File: config.mk
export PLATFORM = sky130hd
export DESIGN_NAME = z_result_streamer
export DESIGN_NICKNAME = d
export VERILOG_FILES = /design/src/rtl/matmul_pkg.sv /design/src/rtl/z_out_fifo.sv /design/src/rtl/z_result_streamer.sv
export SDC_FILE = /design/constraint.sdc
export NUM_CORES = 1
export LEC_CHECK = 0
export ABC_AREA = 1
export BUFFER_PORTS_ARGS = -buffer_cell sky130_fd_sc_hd__buf_2
export CAP_MARGIN = 25
export CORE_UTILIZATION = 40
export DETAILED_ROUTE_END_ITERATION = 10
export PLACE_DENSITY_LB_ADDON = 0.2
export SYNTH_ARGS = -nofsm -noshare
export SYNTH_HDL_FRONTEND = slang
export SYNTH_SLANG_ARGS = --single-unit
File: constraint.sdc
create_clock -name clock -period 3.1 [get_ports clock]
set_clock_uncertainty 0.1 [all_clocks]
set_input_delay 0.31 -clock clock [delete_from_list [all_inputs] [get_ports clock]]
set_output_delay 0.31 -clock clock [all_outputs]
set_load 0.01 [all_outputs]
File: src/rtl/matmul_pkg.sv
`default_nettype none
// ============================================================================
// Package     : matmul_pkg
// Description : Shared types and helpers for the matmul core and its
//               result-streaming stage.
//               - streamer_state_t : IDLE / STREAM states of the Z streamer
//               - word_count()     : number of words in an N x N matrix
// Revision    : 1.0 - initial release
// ============================================================================
package matmul_pkg;

    typedef enum logic [0:0] {
        IDLE   = 1'b0,
        STREAM = 1'b1
    } streamer_state_t;

    // Words in a square matrix of side n.
    function automatic int unsigned word_count(input int unsigned n);
        return n * n;
    endfunction

endpackage
`default_nettype wire

File: src/rtl/z_out_fifo.sv
`default_nettype none
// ============================================================================
// Module      : z_out_fifo
// Description : Two-entry synchronous FIFO carrying a data word plus a last
//               flag. The head entry is presented combinationally from the
//               storage registers, so it holds steady while not popped.
// Ports       : clock        - rising-edge clock
//               reset        - synchronous, active-low reset
//               i_push       - write i_push_data / i_push_last this edge
//               i_push_data  - word to store
//               i_push_last  - last flag to store
//               i_pop        - drop the head entry this edge
//               o_head_data  - head word
//               o_head_last  - head last flag
//               o_occ        - occupancy (0..2)
// Revision    : 1.0 - initial release
// ============================================================================
module z_out_fifo #(
    parameter int DATA_WIDTH = 32
) (
    input  logic                  clock,
    input  logic                  reset,
    input  logic                  i_push,
    input  logic [DATA_WIDTH-1:0] i_push_data,
    input  logic                  i_push_last,
    input  logic                  i_pop,
    output logic [DATA_WIDTH-1:0] o_head_data,
    output logic                  o_head_last,
    output logic [1:0]            o_occ
);

    logic [DATA_WIDTH-1:0] r_data [2];
    logic [1:0]            r_last;
    logic                  r_wr_ptr;
    logic                  r_rd_ptr;
    logic [1:0]            r_occ;

    always_ff @(posedge clock) begin
        if (!reset) begin
            r_data[0] <= '0;
            r_data[1] <= '0;
            r_last    <= '0;
            r_wr_ptr  <= 1'b0;
            r_rd_ptr  <= 1'b0;
            r_occ     <= 2'd0;
        end else begin
            // On a full buffer with simultaneous pop the write lands in the
            // slot being vacated; the head was consumed before this edge.
            if (i_push) begin
                r_data[r_wr_ptr] <= i_push_data;
                r_last[r_wr_ptr] <= i_push_last;
                r_wr_ptr         <= ~r_wr_ptr;
            end
            if (i_pop) begin
                r_rd_ptr <= ~r_rd_ptr;
            end
            case ({i_push, i_pop})
                2'b10:   r_occ <= r_occ + 2'd1;
                2'b01:   r_occ <= r_occ - 2'd1;
                default: r_occ <= r_occ;
            endcase
        end
    end

    // The upstream issue rule must never overfill the buffer.
    always_ff @(posedge clock) begin
        assert (!(reset && i_push && !i_pop && (r_occ == 2'd2)))
            else $error("z_out_fifo: push into full buffer");
    end

    assign o_head_data = r_data[r_rd_ptr];
    assign o_head_last = r_last[r_rd_ptr];
    assign o_occ       = r_occ;

endmodule
`default_nettype wire

File: src/rtl/z_result_streamer.sv
`default_nettype none
// ============================================================================
// Module      : z_result_streamer
// Description : After the matmul core signals completion, reads the N x N
//               result from the Z BRAM (row-major, addr 0..N*N-1) and emits
//               it as a valid/ready stream with a last flag. A 2-entry output
//               buffer hides the 1-cycle BRAM read latency so that a
//               continuously-ready consumer receives one word per cycle.
// Ports       : clock     - rising-edge clock
//               reset     - synchronous, active-low reset
//               trigger   - run request (matmul done pulse)
//               z_rd_addr - Z BRAM read address (data returned next cycle)
//               z_dout    - Z BRAM read data
//               m_data    - stream data
//               m_valid   - stream valid
//               m_ready   - stream ready (consumer backpressure)
//               m_last    - high with the final word
//               busy      - high while streaming
//               done      - 1-cycle pulse after the last handshake
// Revision    : 1.0 - initial release
// ============================================================================
module z_result_streamer
    import matmul_pkg::*;
#(
    parameter int BRAM_ADDR_WIDTH = 6,
    parameter int BRAM_DATA_WIDTH = 32,
    parameter int MATRIX_SIZE     = 8
) (
    input  logic                       clock,
    input  logic                       reset,
    input  logic                       trigger,
    output logic [BRAM_ADDR_WIDTH-1:0] z_rd_addr,
    input  logic [BRAM_DATA_WIDTH-1:0] z_dout,
    output logic [BRAM_DATA_WIDTH-1:0] m_data,
    output logic                       m_valid,
    input  logic                       m_ready,
    output logic                       m_last,
    output logic                       busy,
    output logic                       done
);

    localparam int unsigned          c_words_int = word_count(MATRIX_SIZE);
    localparam logic [BRAM_ADDR_WIDTH:0] c_words = (BRAM_ADDR_WIDTH + 1)'(c_words_int);
    localparam logic [BRAM_ADDR_WIDTH:0] c_last_idx = c_words - 1'b1;

    generate
        if (c_words_int > (2 ** BRAM_ADDR_WIDTH)) begin : g_size_check
            $error("z_result_streamer: MATRIX_SIZE**2 exceeds Z BRAM depth");
        end
    endgenerate

    streamer_state_t              r_state;
    logic [BRAM_ADDR_WIDTH:0]     r_rd_cnt;   // reads issued this run
    logic [BRAM_ADDR_WIDTH:0]     r_wr_cnt;   // words written into buffer
    logic                         r_inflight; // read issued last cycle
    logic                         r_done;

    logic [1:0]                   w_occ;
    logic                         w_pop;
    logic                         w_issue;
    logic [2:0]                   w_fill;
    logic [2:0]                   w_limit;

    assign w_pop   = m_valid & m_ready;

    // A slot is free for a new read if occupancy plus the read already in
    // flight stays below two once this cycle's pop is accounted for.
    assign w_fill  = {1'b0, w_occ} + {2'b00, r_inflight};
    assign w_limit = 3'd2 + {2'b00, w_pop};
    assign w_issue = (r_state == STREAM) && (r_rd_cnt < c_words) && (w_fill < w_limit);

    always_ff @(posedge clock) begin
        if (!reset) begin
            r_state    <= IDLE;
            r_rd_cnt   <= '0;
            r_wr_cnt   <= '0;
            r_inflight <= 1'b0;
            r_done     <= 1'b0;
        end else begin
            r_done     <= 1'b0;
            r_inflight <= w_issue;
            if (w_issue) begin
                r_rd_cnt <= r_rd_cnt + 1'b1;
            end
            if (r_inflight) begin
                r_wr_cnt <= r_wr_cnt + 1'b1;
            end
            case (r_state)
                IDLE: begin
                    if (trigger) begin
                        r_state <= STREAM;
                    end
                end
                STREAM: begin
                    // Counters return to zero so the read address idles at 0
                    // and the next run starts from the first word.
                    if (w_pop && m_last) begin
                        r_state  <= IDLE;
                        r_done   <= 1'b1;
                        r_rd_cnt <= '0;
                        r_wr_cnt <= '0;
                    end
                end
                default: r_state <= IDLE;
            endcase
        end
    end

    z_out_fifo #(
        .DATA_WIDTH (BRAM_DATA_WIDTH)
    ) u_out_fifo (
        .clock       (clock),
        .reset       (reset),
        .i_push      (r_inflight),
        .i_push_data (z_dout),
        .i_push_last (r_wr_cnt == c_last_idx),
        .i_pop       (w_pop),
        .o_head_data (m_data),
        .o_head_last (m_last),
        .o_occ       (w_occ)
    );

    assign z_rd_addr = r_rd_cnt[BRAM_ADDR_WIDTH-1:0];
    assign m_valid   = (w_occ != 2'd0);
    assign busy      = (r_state == STREAM);
    assign done      = r_done;

endmodule
`default_nettype wire

==> results.ini <==
[routing]
drt_iter0_drc = 102
dr.pass1.iters = 4
routed_wl_um = 7130
viasPerCell = 4.62
drc = 0
wl_per_cell_um = 12.6
vias = 2615
ant_nets = 0

[logic_synthesis]
syn_inst = 360
yosys_warnings = 0
synth_top_family_by_area = simple AND/OR/NAND/NOR gates
yosysUniqueCellTypes = 30
synthMuxAreaShare = 0.0922
synth_xor_area_frac = 0.00672
synth_fa_ha_area_frac = 0.0160
synth_seq_area_share = 0.615
syn_nets = 401
avgSynthCellArea_um2 = 10.9
synth-simple-area-share = 0.160
syn-cell-area_um2 = 3910
synth_seq_cells = 88
synth_compound_area_frac = 0.0262

[clock_network]
clock-root-buffer = clkbuf_8
clk_latency_ps = 340
cts.sinks = 88
cts_tree = built
cts_max_level = 3
clock_path_buffers = 2
ctsHoldBuffers = 0
cts_buffers = 9
post_cts_buffers = 0
post_cts_resized = 0
clkSlewWorstSetupHoldPaths_ps = 90

[power]
p_per_area_nw_per_um2 = 540
cellLeakagePower_nw = 2.02
ir_drop_mv = 0.210

[setup_path]
crit_chain = mux2_2 -> buf_2
max_stage_delay_ps = 880
worst_path_dominant_cell_family = flip-flops
crit_required_ps = 2690
end_kind = output port
cp.arrival_ps = 1810
slowest_stage = dfxtp_2
critPathLaunchType = register
path_class = reg2out
worstPathMaxFanout = 32
worst-path-buf-inv = 1

[final_layout]
diodes = 0
synthToLayoutAreaGrowth_pct = 16.5
fillers = 945
drive_gt1_frac = 0.325
nets = 473
fin_cells = 566

[timing]
fin_crit_sh = 0.717
tns_ps = 0
timing.slew.headroom = 0.420
finalHoldViolations = 0
holdWs_ps = 86.7
period_minus_slack_ps = 2220
finalSetupViolCount = 0
fmax_mhz = 450
tightest_slew_ps = 866
maxSlewViolCount = 0
grt_setup_unrepaired = false

[global_routing]
first_global_vias = 2451
grt_start_max_net_pins = 35
grt_usage = 0.149
antenna_found_initial = 0
grt_pass1_wl_um = 11500
gr-total-overflow = 0

[place]
io_buffers = 77
routabilityCongestion = 0.784
dp.cells = 550
hpwl_um = 4590

[min_path]
min_path_type = in2reg

[floorplanning]
row_count = 35
start_util = 0.417
dieWidth_um = 101
dieHeight_um = 101
core-area_um2 = 9370
fp.dieArea_um2 = 10200
num_io_pins = 78

[outcome]
status = finished clean

[flow_run]
maxCapViolations = 0

## routing by layer
metal,vias to the layer above,GRT usage,wire [µm]
li1,1310,-,-
met1,1247,0.191,3330
met2,50,0.244,3410
met3,8,0.0312,294
met4,0,0.0602,94
met5,-,0,0
## state kept, by name (all words and copies together), names as in the netlist, named ones only
name and count:
u_out_fifo.r_rd_ptr 1, done 1, r_rd_cnt 7, r_inflight 1
u_out_fifo.r_last 2, u_out_fifo.r_wr_ptr 1, r_wr_cnt 7, busy 1
u_out_fifo.r_data 64, u_out_fifo.o_occ 2
## per-stage QoR
step	instance area (µm²)	utilization	worst slack [ps]	power, mW
after floorplan	3910	-	1090	1.60
after global routing	4550	0.486	783	2.58
after detailed placement	4360	0.465	1230	1.71
after CTS	4550	0.486	837	2.48
final	4550	0.486	876	2.46
after global placement	4360	0.465	1250	1.71
## cell type report
cell class	instances	area, µm²	area share
Sequential cell	88	2400	0.528
Multi-Input combinational cell	199	1180	0.259
Timing Repair Buffer	80	408	0.0896
Inverter	54	203	0.0445
Tap cell	129	161	0.0355
Clock buffer	9	124	0.0272
Clock inverter	7	71.3	0.0157
## placed cells by master (no fill, tap or decap), types with 2 or more instances in the layout
master	netlist	routed
a21oi_1	9	9
buf_2	7	77
buf_4	10	3
clkbuf_8	0	9
clkinv_1	1	3
clkinv_4	0	2
dfxtp_1	24	23
edfxtp_1	64	64
ha_1	5	5
inv_1	52	52
mux2_1	2	2
mux2_2	30	30
nand2_1	23	22
nand2_2	2	3
nand3_1	8	8
nand3_2	4	4
nand4_1	4	4
nor2_1	90	90
nor3_1	3	3
nor3_2	4	4
o21ai_0	5	5
o21ai_2	2	2
xor2_1	2	2
## cell usage after synthesis, drive strengths merged
library cell  instances  area [µm²]
a21oi                 9        45.0
buf                  18         121
clkbuf                1        3.75
clkinv                1        3.75
dfxtp                24         480
edfxtp               64        1920
ha                    5        62.6
inv                  53         199
mux2                 32         360
nand2                26         110
nand3                12        80.1
nand3b                1        7.51
nand4                 4        25.0
nor2                 91         349
nor3                  7        55.1
o21a                  1        8.76
o21ai                 7        42.5
o22ai                 1        6.26
xnor2                 1        8.76
xor2                  2        17.5
## where the power goes
| part | switching, mW | internal [mW] |
|---|---|---|
| Combinational | 0.167 | 0.142 |
| Sequential | 0.0506 | 1.32 |
| Clock | 0.405 | 0.373 |
## cells by family (layout without fill, tap and decap cells)
| family | after synthesis | count (layout) |
|---|---|---|
| buffers and inverters | 73 | 150 |
| and+or+nand+nor | 141 | 141 |
| AOI/OAI and AO/OA | 18 | 18 |
| muxes | 32 | 32 |
| DFF | 88 | 88 |
| xor gates and xnor gates | 3 | 3 |
| adders and majority gates | 5 | 5 |
## worst reg2reg max path: cells and delay by family (launching register included)
family	cells	cell delay, ps
simple gates	2	800
flops	1	500
## final timing paths
check         startpoint                       to  slack [ps]  cells past startpoint
min              trigger                     busy          90                      3
max reg2reg   r_inflight  u_out_fifo.r_data[1][5]        1330                      2
min reg2reg  r_rd_cnt[6]              r_rd_cnt[6]         370                      2
max             register                m_data[0]         880                      2
(Power assumes the default switching activity.)
